[config.mk]
export PLATFORM = sky130hd
export DESIGN_NAME = text_scroller_flat
export DESIGN_NICKNAME = d
export VERILOG_FILES = /design/src/rtl/text_scroller_pkg.sv /design/src/rtl/text_scroller_if.sv /design/src/rtl/text_scroller_step_tick.sv /design/src/rtl/text_scroller.sv /design/src/flat_wrapper.sv
export SDC_FILE = /design/constraint.sdc
export NUM_CORES = 1
export LEC_CHECK = 0
export ABC_CLOCK_PERIOD_IN_PS = 6100
export BUFFER_PORTS_ARGS = -buffer_cell sky130_fd_sc_hd__buf_2
export CAP_MARGIN = 0
export CORE_MARGIN = 2
export CORE_UTILIZATION = 35
export CTS_BUF_LIST = sky130_fd_sc_hd__clkbuf_4 sky130_fd_sc_hd__clkbuf_8 sky130_fd_sc_hd__clkbuf_16
export DETAILED_ROUTE_END_ITERATION = 7
export PLACE_DENSITY = 0.49
export SYNTH_ARGS = -nofsm -noshare
export SYNTH_HDL_FRONTEND = slang
export SYNTH_SLANG_ARGS = --single-unit
[constraint.sdc]
create_clock -name clk -period 6.1 [get_ports clk]
set_input_delay 0.61 -clock clk [delete_from_list [all_inputs] [get_ports clk]]
set_output_delay 0.61 -clock clk [all_outputs]
set_load 0.005 [all_outputs]
[src/rtl/text_scroller_pkg.sv]
// Shared constants, state encoding and index helper for the ASCII text scroller.
package text_scroller_pkg;

  localparam logic [7:0]  ASCII_SPACE = 8'h20;
  localparam logic [31:0] BLANK_WORD  = 32'h20202020;

  typedef enum logic {
    ST_EDIT   = 1'b0,
    ST_SCROLL = 1'b1
  } state_t;

  // Single-subtraction modulo: callers guarantee idx < 2*modulus.
  function automatic logic [15:0] wrap_index(input logic [15:0] idx, input logic [15:0] modulus);
    if (idx >= modulus) begin
      wrap_index = idx - modulus;
    end else begin
      wrap_index = idx;
    end
  endfunction

endpackage

[src/rtl/text_scroller_if.sv]
// Write/control/display bundle between a message source and the text scroller.
interface text_scroller_if #(
  parameter int DEPTH = 16
) ();
  localparam int LW = $clog2(DEPTH + 1);

  logic          clear;
  logic          wr_en;
  logic [7:0]    wr_char;
  logic          wr_ready;
  logic          start;
  logic          scrolling;
  logic [LW-1:0] len;
  logic [31:0]   word;

  modport master (
    output clear, wr_en, wr_char, start,
    input  wr_ready, scrolling, len, word
  );

  modport slave (
    input  clear, wr_en, wr_char, start,
    output wr_ready, scrolling, len, word
  );
endinterface

[src/rtl/text_scroller_step_tick.sv]
// Free-running step counter with synchronous clear; tick is high for one
// cycle out of every CYCLES while sclr is low.
module step_tick #(
  parameter int CYCLES = 25000000
) (
  input  logic clk,
  input  logic reset,
  input  logic sclr,
  output logic tick
);
  localparam int            CW   = (CYCLES > 1) ? $clog2(CYCLES) : 1;
  localparam logic [CW-1:0] LAST = CW'(CYCLES - 1);

  logic [CW-1:0] cnt_r;
  logic          tick_s;

  assign tick_s = (cnt_r == LAST) && !sclr;
  assign tick   = tick_s;

  // Counter register: restarts on clear or terminal count.
  always_ff @(posedge clk) begin
    if (reset) begin
      cnt_r <= {CW{1'b0}};
    end else if (sclr || tick_s) begin
      cnt_r <= {CW{1'b0}};
    end else begin
      cnt_r <= cnt_r + CW'(1);
    end
  end
endmodule

[src/rtl/text_scroller.sv]
// Message buffer plus 4-character scrolling window feeding the seven-segment
// display driver; the window wraps through a 4-space gap after the text.
module text_scroller
  import text_scroller_pkg::*;
#(
  parameter int DEPTH       = 16,
  parameter int STEP_CYCLES = 25000000
) (
  input logic            clk,
  input logic            reset,
  text_scroller_if.slave bus
);
  localparam int LW = $clog2(DEPTH + 1);
  localparam int AW = (DEPTH > 1) ? $clog2(DEPTH) : 1;

  state_t        state_r, state_s;
  logic [LW-1:0] len_r, len_s;
  logic [15:0]   pos_r, pos_s;
  logic [31:0]   word_r, word_s;
  logic [7:0]    mem_r [0:DEPTH-1];

  logic          wr_ready_s;
  logic          wr_fire_s;
  logic          tick_s;
  logic [15:0]   idx_s [0:3];
  logic [7:0]    ch_s  [0:3];

  assign wr_ready_s = (state_r == ST_EDIT) && (len_r < LW'(DEPTH));
  assign wr_fire_s  = bus.wr_en && wr_ready_s && !bus.clear;

  step_tick #(.CYCLES(STEP_CYCLES)) u_step (
    .clk   (clk),
    .reset (reset),
    .sclr  (state_r != ST_SCROLL),
    .tick  (tick_s)
  );

  // Next-state logic: clear beats write, write lands before start is judged.
  always_comb begin
    state_s = state_r;
    len_s   = len_r;
    pos_s   = pos_r;
    if (bus.clear) begin
      state_s = ST_EDIT;
      len_s   = {LW{1'b0}};
      pos_s   = 16'd0;
    end else begin
      case (state_r)
        ST_EDIT: begin
          pos_s = 16'd0;
          if (wr_fire_s) begin
            len_s = len_r + LW'(1);
          end else begin
            len_s = len_r;
          end
          if (bus.start && (len_s != {LW{1'b0}})) begin
            state_s = ST_SCROLL;
          end else begin
            state_s = ST_EDIT;
          end
        end
        ST_SCROLL: begin
          if (tick_s) begin
            if ((pos_r + 16'd1) == (16'(len_r) + 16'd4)) begin
              pos_s = 16'd0;
            end else begin
              pos_s = pos_r + 16'd1;
            end
          end else begin
            pos_s = pos_r;
          end
        end
        default: begin
          state_s = ST_EDIT;
          len_s   = {LW{1'b0}};
          pos_s   = 16'd0;
        end
      endcase
    end
  end

  // Control state registers.
  always_ff @(posedge clk) begin
    if (reset) begin
      state_r <= ST_EDIT;
      len_r   <= {LW{1'b0}};
      pos_r   <= 16'd0;
    end else begin
      state_r <= state_s;
      len_r   <= len_s;
      pos_r   <= pos_s;
    end
  end

  // Message RAM: contents deliberately left unreset.
  always_ff @(posedge clk) begin
    if (wr_fire_s && !reset) begin
      mem_r[len_r[AW-1:0]] <= bus.wr_char;
    end
  end

  // Window lookup: four read ports, positions past len read as space.
  always_comb begin
    word_s = BLANK_WORD;
    for (int k = 0; k < 4; k++) begin
      idx_s[k] = wrap_index(pos_r + 16'(k), 16'(len_r) + 16'd4);
      if (idx_s[k] < 16'(len_r)) begin
        ch_s[k] = mem_r[idx_s[k][AW-1:0]];
      end else begin
        ch_s[k] = ASCII_SPACE;
      end
      word_s[31-8*k -: 8] = ch_s[k];
    end
  end

  // Display word register.
  always_ff @(posedge clk) begin
    if (reset) begin
      word_r <= BLANK_WORD;
    end else begin
      word_r <= word_s;
    end
  end

  assign bus.wr_ready  = wr_ready_s;
  assign bus.scrolling = (state_r == ST_SCROLL);
  assign bus.len       = len_r;
  assign bus.word      = word_r;
endmodule

[src/flat_wrapper.sv]
// flat-port wrapper written by rule: the top's interface ports become plain ports
module text_scroller_flat import text_scroller_pkg::*;
#(
  parameter int DEPTH       = 16,
  parameter int STEP_CYCLES = 25000000
)
  (clk, reset, bus_clear, bus_wr_en, bus_wr_char, bus_start, bus_wr_ready, bus_scrolling, bus_len, bus_word);
  text_scroller_if #(.DEPTH(DEPTH)) bus_i ();
  input logic clk;
  input logic reset;
  input wire logic [$bits(bus_i.clear)-1:0] bus_clear;
  input wire logic [$bits(bus_i.wr_en)-1:0] bus_wr_en;
  input wire logic [$bits(bus_i.wr_char)-1:0] bus_wr_char;
  input wire logic [$bits(bus_i.start)-1:0] bus_start;
  output wire logic [$bits(bus_i.wr_ready)-1:0] bus_wr_ready;
  output wire logic [$bits(bus_i.scrolling)-1:0] bus_scrolling;
  output wire logic [$bits(bus_i.len)-1:0] bus_len;
  output wire logic [$bits(bus_i.word)-1:0] bus_word;
  assign bus_i.clear = bus_clear;
  assign bus_i.wr_en = bus_wr_en;
  assign bus_i.wr_char = bus_wr_char;
  assign bus_i.start = bus_start;
  assign bus_wr_ready = bus_i.wr_ready;
  assign bus_scrolling = bus_i.scrolling;
  assign bus_len = bus_i.len;
  assign bus_word = bus_i.word;
  text_scroller #(.DEPTH(DEPTH), .STEP_CYCLES(STEP_CYCLES)) u_core (.clk(clk), .reset(reset), .bus(bus_i));
endmodule
# Yosys cells after proc, flatten, opt, wreduce, memory -nomap -nowiden
# Memories as Yosys holds them, arrays and structs flattened. A register that Yosys moved wholly into a read port is not among the register bits.
# Index checks and enable logic that the tools add are counted.
# word_totals
regBits,47
ram_bits,128
inputBits,13
out_inout_bits,39
word_cells,62
memories,1
# classes
add_sub_neg,10
order_cmp,9
eq_ne,3
mux,14
bitwise_logic,5
n_reduce_logical,16
# memory_table
name,depth,width,rd,rd_ports_with_merged_regs,wr,line_no,rtl
u_core.mem_r,16,8,4,4,1,text_scroller.sv:20,logic [7:0] mem_r [0:DEPTH-1];
# op_table
operator,n
16-bit 2-to-1 mux,6
16-bit greater-or-equal comparator,4
16-bit by 5-bit < comparator with 1-bit output,4
16-bit subtractor,4
"16-bit by 2-bit adder with 16-bit output, second input constant",2
16-bit case mux with 2 select lines,1
"25-bit by 1-bit adder with 25-bit output, second input constant",1
"25-bit equality test, second input constant",1
"16-bit by 1-bit adder with 16-bit output, second input constant",1
16-bit equality test,1
5-bit 2-to-1 mux,3
2-bit OR reduction,6
"5-bit by 3-bit adder with 6-bit output, second input constant",1
1-bit logical AND,6
"5-bit by 1-bit adder with 5-bit output, second input constant",1
"5-bit < comparator, second input constant",1
1-bit NOT,5
5-bit nonzero test,1
1-bit 2-to-1 mux,4
1-bit logical NOT,2
"2-bit != test, second input constant",1
1-bit logical OR,1

# Logic depth before layout (Yosys ltp)
# logic_depth
word_depth,11
mapped_depth,22
depth_no_buf,19

# By module
# Synthesis repeated with hierarchy kept, for this count alone.
# hier_totals
hier_cells,1543
area_unflattened_um2,14680.3
# by_module_without_submodules
module,instances,cells_per_inst,area_per_inst_um2,seq_area_each_um2
text_scroller,1,1404,13500.4,4924.7
step_tick,1,139,1179.9,500.5

# Worst setup path after synthesis
# Ideal clock, no wire load.
# synth_path
path_kind,reg-to-reg
from,register u_core.pos_r[1]
to,"register u_core.word_r[5], in the netlist u_core.bus.word[5], read port of u_core.mem_r"
setup_time_ns,0.134
t_arrival_ns,5.541
required_ns,5.966
slack_ns,0.425
stages_incl_launch_ff,20
n_path_buf,2
period_less_slack_ns,5.675
cell_sequence,dfxtp_1 -> inv_1 -> ha_1 -> a21oi_4 -> xnor2_1 -> ha_1 -> o21ai_0 -> a21oi_1 -> o21ai_0 -> or3b_2 -> nor4_4 -> clkbuf_1 -> o31ai_1 -> ha_1 -> a2111oi_0 -> nand3_1 -> or4_1 -> or4_1 -> clkbuf_1 -> or4_1
# synth_via
elab_chain_cells,6
elab_cells_between_ends,7
classes_between,add/sub: 2; order compare: 2; mux: 1; bitwise: 1; reduce/logical: 1
# synth_lines
item,line_no,rtl
start: declaration,text_scroller.sv:18,"logic [15:0] pos_r, pos_s;"
start signal: assignment,text_scroller.sv:91,pos_r <= pos_s;
16-bit by 2-bit adder with 16-bit output (*),text_scroller.sv:106,"idx_s[k] = wrap_index(pos_r + 16'(k), 16'(len_r) + 16'd4);"
16-bit subtractor / 16-bit greater-or-equal comparator (equally long branches),"text_scroller_pkg.sv:15, text_scroller_pkg.sv:14",
16-bit 2-to-1 mux (*),text_scroller_pkg.sv:14,if (idx >= modulus) begin
16-bit by 5-bit < comparator with 1-bit output,text_scroller.sv:107,if (idx_s[k] < 16'(len_r)) begin
1-bit NOT (no source line),n/a,
2-bit OR reduction (no source line),n/a,
end: declaration,text_scroller.sv:19,"logic [31:0] word_r, word_s;"
# Mark *: on every way between the ends. The rest lies on a longest branch, timed or not.
# A chain may end at the register's enable or synchronous reset.

# Final worst setup path
# layout_path
from,register u_core.pos_r[1]
to,"register u_core.word_r[19], in the netlist u_core.bus.word[19], read port of u_core.mem_r"
# layout_via
elab_chain_cells,6
elab_cells_between_ends,7
classes_between,add/sub: 2; order compare: 2; mux: 1; bitwise: 1; reduce/logical: 1
# layout_lines
item,line_no
16-bit by 1-bit adder with 16-bit output (*),text_scroller.sv:106
16-bit subtractor / 16-bit greater-or-equal comparator (equally long branches),"text_scroller_pkg.sv:15, text_scroller_pkg.sv:14"
16-bit 2-to-1 mux (*),text_scroller_pkg.sv:14
16-bit by 5-bit < comparator with 1-bit output,text_scroller.sv:107
1-bit NOT (no source line),n/a
2-bit OR reduction (no source line),n/a
# Marks and branches as above.

==> flow_summary.ini <==
[outcome]
outcome = finished, final reports clean

[critical_path]
crit_path_end_kind = flip-flop
critPathBufInv = 4
cp_data_arrival_time_ps = 6270
cpMostUsedCell = buf_4
worstPathCellList = inv_1, ha_1, fa_1, a21o_1, a21boi_0, nor2_1, or4bb_1, or3_1, buf_4, buf_4, mux2i_4, nand2_1, a32o_1, a2111oi_0, buf_4, o31a_1
cp_slowest_cell = a2111oi_0
required_ps = 6610
path_max_fanout = 17
criticalPathCategory = reg -> reg
slowest_delay_ps = 550
setup.worst_path.start_class = flip-flop
crit_family = compound AO/OA/AOI/OAI gates

[power]
swShare = 0.223
p_seq_frac = 0.470
internal_power_uw = 2470
p_sw_uw = 708
clkPwrFrac = 0.513
p_leak_uw = 0.00658
worst_ir_drop_vdd_mv = 0.184
powerDensity_nw_per_um2 = 192
combPwrFrac = 0.018

[drt]
first_pass_iters = 5
vias_per_cell = 5.96
avgRoutedWirePerCell_um = 24.2
route.detailed.drc = 0
ant_nets = 0
vias = 12495
drt-total-wl_mm = 50.8
drt_iter0_markers = 1261

[layout]
finalInstanceArea_sq_um = 16500
diodes = 0
synthToLayoutAreaGrowth_pct = 12.6
ff_latch_area_sq_um = 5430
fin_nets = 1608
layout-drive-gt1-share = 0.128
multi_input_area_sq_um = 8760
fillers = 4132
final_util = 0.397

[placement]
place.gp.congestion = 0.911
pre_cts_slack_ps = 389
dpl_cell_area_sq_um = 15600
dp_hpwl_mm = 38.4
port_buffers = 51

[synth]
yosysTopAreaCell = edfxtp_1
yosysWarnings = 0
synthXorXnorAreaFrac = 0.0417
synthTopCellsByArea = edfxtp_1 26%, mux2i_1 16%, dfxtp_1 11%
synth.top_cell.area_share = 0.262
async_reset_ff_frac = 0
synthTopCellsByCount = 235 x mux2i_1, 128 x edfxtp_1, 111 x nor2_1, 106 x nand2_1, 79 x dfxtp_1
synth_area_per_cell_sq_um = 9.87
yosys_register_bits = 207
syn-cell-area_sq_um = 14700
synth_most_common_cell = mux2i_1
synth_edf_count = 128
syn_nets = 1556
synth_top_family_by_area = multiplexers
yosys.area_share.simple = 0.160
synth_flop_cell = edfxtp_1
synth_compound_gate_area_share = 0.146
synthCells = 1488
ys_types = 83
synthMuxAreaShare = 0.196
ys_seq_area_frac = 0.369
synth_fa_ha_area_frac = 0.0496

[sta]
period_minus_slack_ps = 5760
worstMarginPinSlew_ps = 1090
finalCritPeriodShare = 0.945
setup_violations = 0
slew_headroom = 0.254
max_freq_mhz = 173
slew_violations = 0
fin_skew_ps = 12.5
holdWs_ps = 303
fin_tns_setup_ps = 0
finalHoldViolCount = 0
setup_ws_ps = 336
rsz0062_at_grt = yes

[global_routing]
grt_pass1_wl_mm = 76.5
grt_pass1_vias = 11740
grt_overflow_total = 0
grt_use_total = 0.229
grt_max_degree = 65
antenna_found_initial = 0

[die]
dieArea_sq_um = 43600
num_rows = 75
initial_core_util = 0.353
num_io_pins = 52
core_sq_um = 41700
die_w_um = 209
dieHeight_um = 209

[clock_network]
post-cts-setup-buffer-count = 0
cts_buffers = 25
cts-root-buf = clkbuf_16
clkLatencyLatePin_ps = 570
cts.sinks = 207
clk_path_buf_depth = 3
htreeDepth = 1
clk_pin_slew_ps = 60
tritoncts = yes

[flow_run]
maxCapViolCount = 0

[min_path]
hold_path.class = in -> reg
-- final cells by class --
| type | instances | area share |
|---|---|---|
| inverters | 39 | 0.00885 |
| clock inverters | 14 | 0.0107 |
| flip-flops and latches | 207 | 0.328 |
| well taps | 539 | 0.0408 |
| multi-input cells | 1167 | 0.529 |
| repair buffers | 100 | 0.0392 |
| clock buffers | 32 | 0.0432 |
-- sequential cells by signal, summed over array words and instances, names as in the netlist --
name / flops
u_core.mem_r: 128
u_core.bus.len: 5
u_core.bus.word: 32
u_core.bus.scrolling: 1
u_core.pos_r: 16
u_core.u_step.cnt_r: 25
-- placed cells by master (no fill, tap or decap), types with 5 or more instances in the layout --
master / synthesis / layout
nor2_1: 111 / 111
or4_1: 14 / 14
a32o_1: 6 / 6
nand2_1: 106 / 106
dfxtp_1: 79 / 78
a211oi_1: 18 / 18
a22o_1: 5 / 5
o21a_1: 8 / 8
mux2_2: 6 / 6
a21oi_1: 68 / 68
nor3_1: 27 / 27
ha_1: 51 / 51
mux2i_4: 3 / 6
and3_1: 24 / 24
nand3b_1: 5 / 5
xor2_1: 29 / 29
o31ai_1: 12 / 12
nor2b_1: 13 / 13
and2_1: 13 / 13
inv_1: 37 / 37
or2_2: 7 / 7
o21ai_0: 51 / 51
nand2b_1: 13 / 13
nand3_1: 27 / 27
buf_2: 19 / 51
o22ai_1: 58 / 58
a22oi_1: 17 / 17
o31a_1: 7 / 7
edfxtp_1: 128 / 128
mux2i_1: 235 / 232
mux4_2: 16 / 16
a31oi_1: 10 / 10
nand4_1: 21 / 21
xnor2_1: 41 / 41
clkbuf_16: 0 / 26
or3_1: 24 / 24
nor4_1: 21 / 21
buf_4: 11 / 47
a2111oi_0: 17 / 16
o22a_1: 9 / 9
-- tightest hold or removal path, stage by stage --
cell and delay, ps:
buf_2 100, o31ai_1 50, a21oi_1 60
-- logic make-up after synthesis --
family                   after synthesis
adder cells (fa/ha/maj)               56
flip-flops                           207
multiplexers                         262
AND/OR/NAND/NOR                      454
XOR/XNOR                              70
AO/OA/AOI/OAI                        325
buffers and inverters                114
-- metal layers --
metal | share of wire | vias to the layer above | GRT usage
met3 | 0.079 | 61 | 0.0427
met1 | 0.49 | 6183 | 0.351
met5 | 0 | - | 0
met4 | 0.019 | 0 | 0.0532
met2 | 0.42 | 444 | 0.331
li1 | - | 5807 | -
-- through the flow --
stage | std cells | power [uW]
floorplan | 1488 | 1540
global placement | 2052 | 1580
detailed placement | 2052 | 1580
CTS | 2098 | 3210
global route | 2098 | 3270
finish | 2098 | 3170
-- repair_timing --
action | in CTS | in global routing
hold endpoints to repair | 0 | 0
endpoints found under the setup margin | 0 | 8
gates resized for setup | 0 | 3
hold buffers | 0 | 0
-- power groups by stage --
stage	sequential, uW	combinational, uW	clock, uW
floorplan	1520	21.3	0
global placement	1520	56.0	0
detailed placement	1520	56.4	0
CTS	1490	56.8	1660
global route	1490	61.6	1720
finish	1490	56.5	1630
-- path summary, 6_finish.rpt --
path	startpoint	end	slack (ps)	depth (start not counted)
worst max-delay path	u_core.pos_r[1]	u_core.bus.word[19]	340	16
worst min-delay path	bus_start	u_core.bus.scrolling	300	3
worst max register to register	u_core.pos_r[1]	u_core.bus.word[19]	340	16
worst min register to register	u_core.u_step.cnt_r[0]	u_core.u_step.cnt_r[0]	470	1
(Power assumes the default switching activity.)
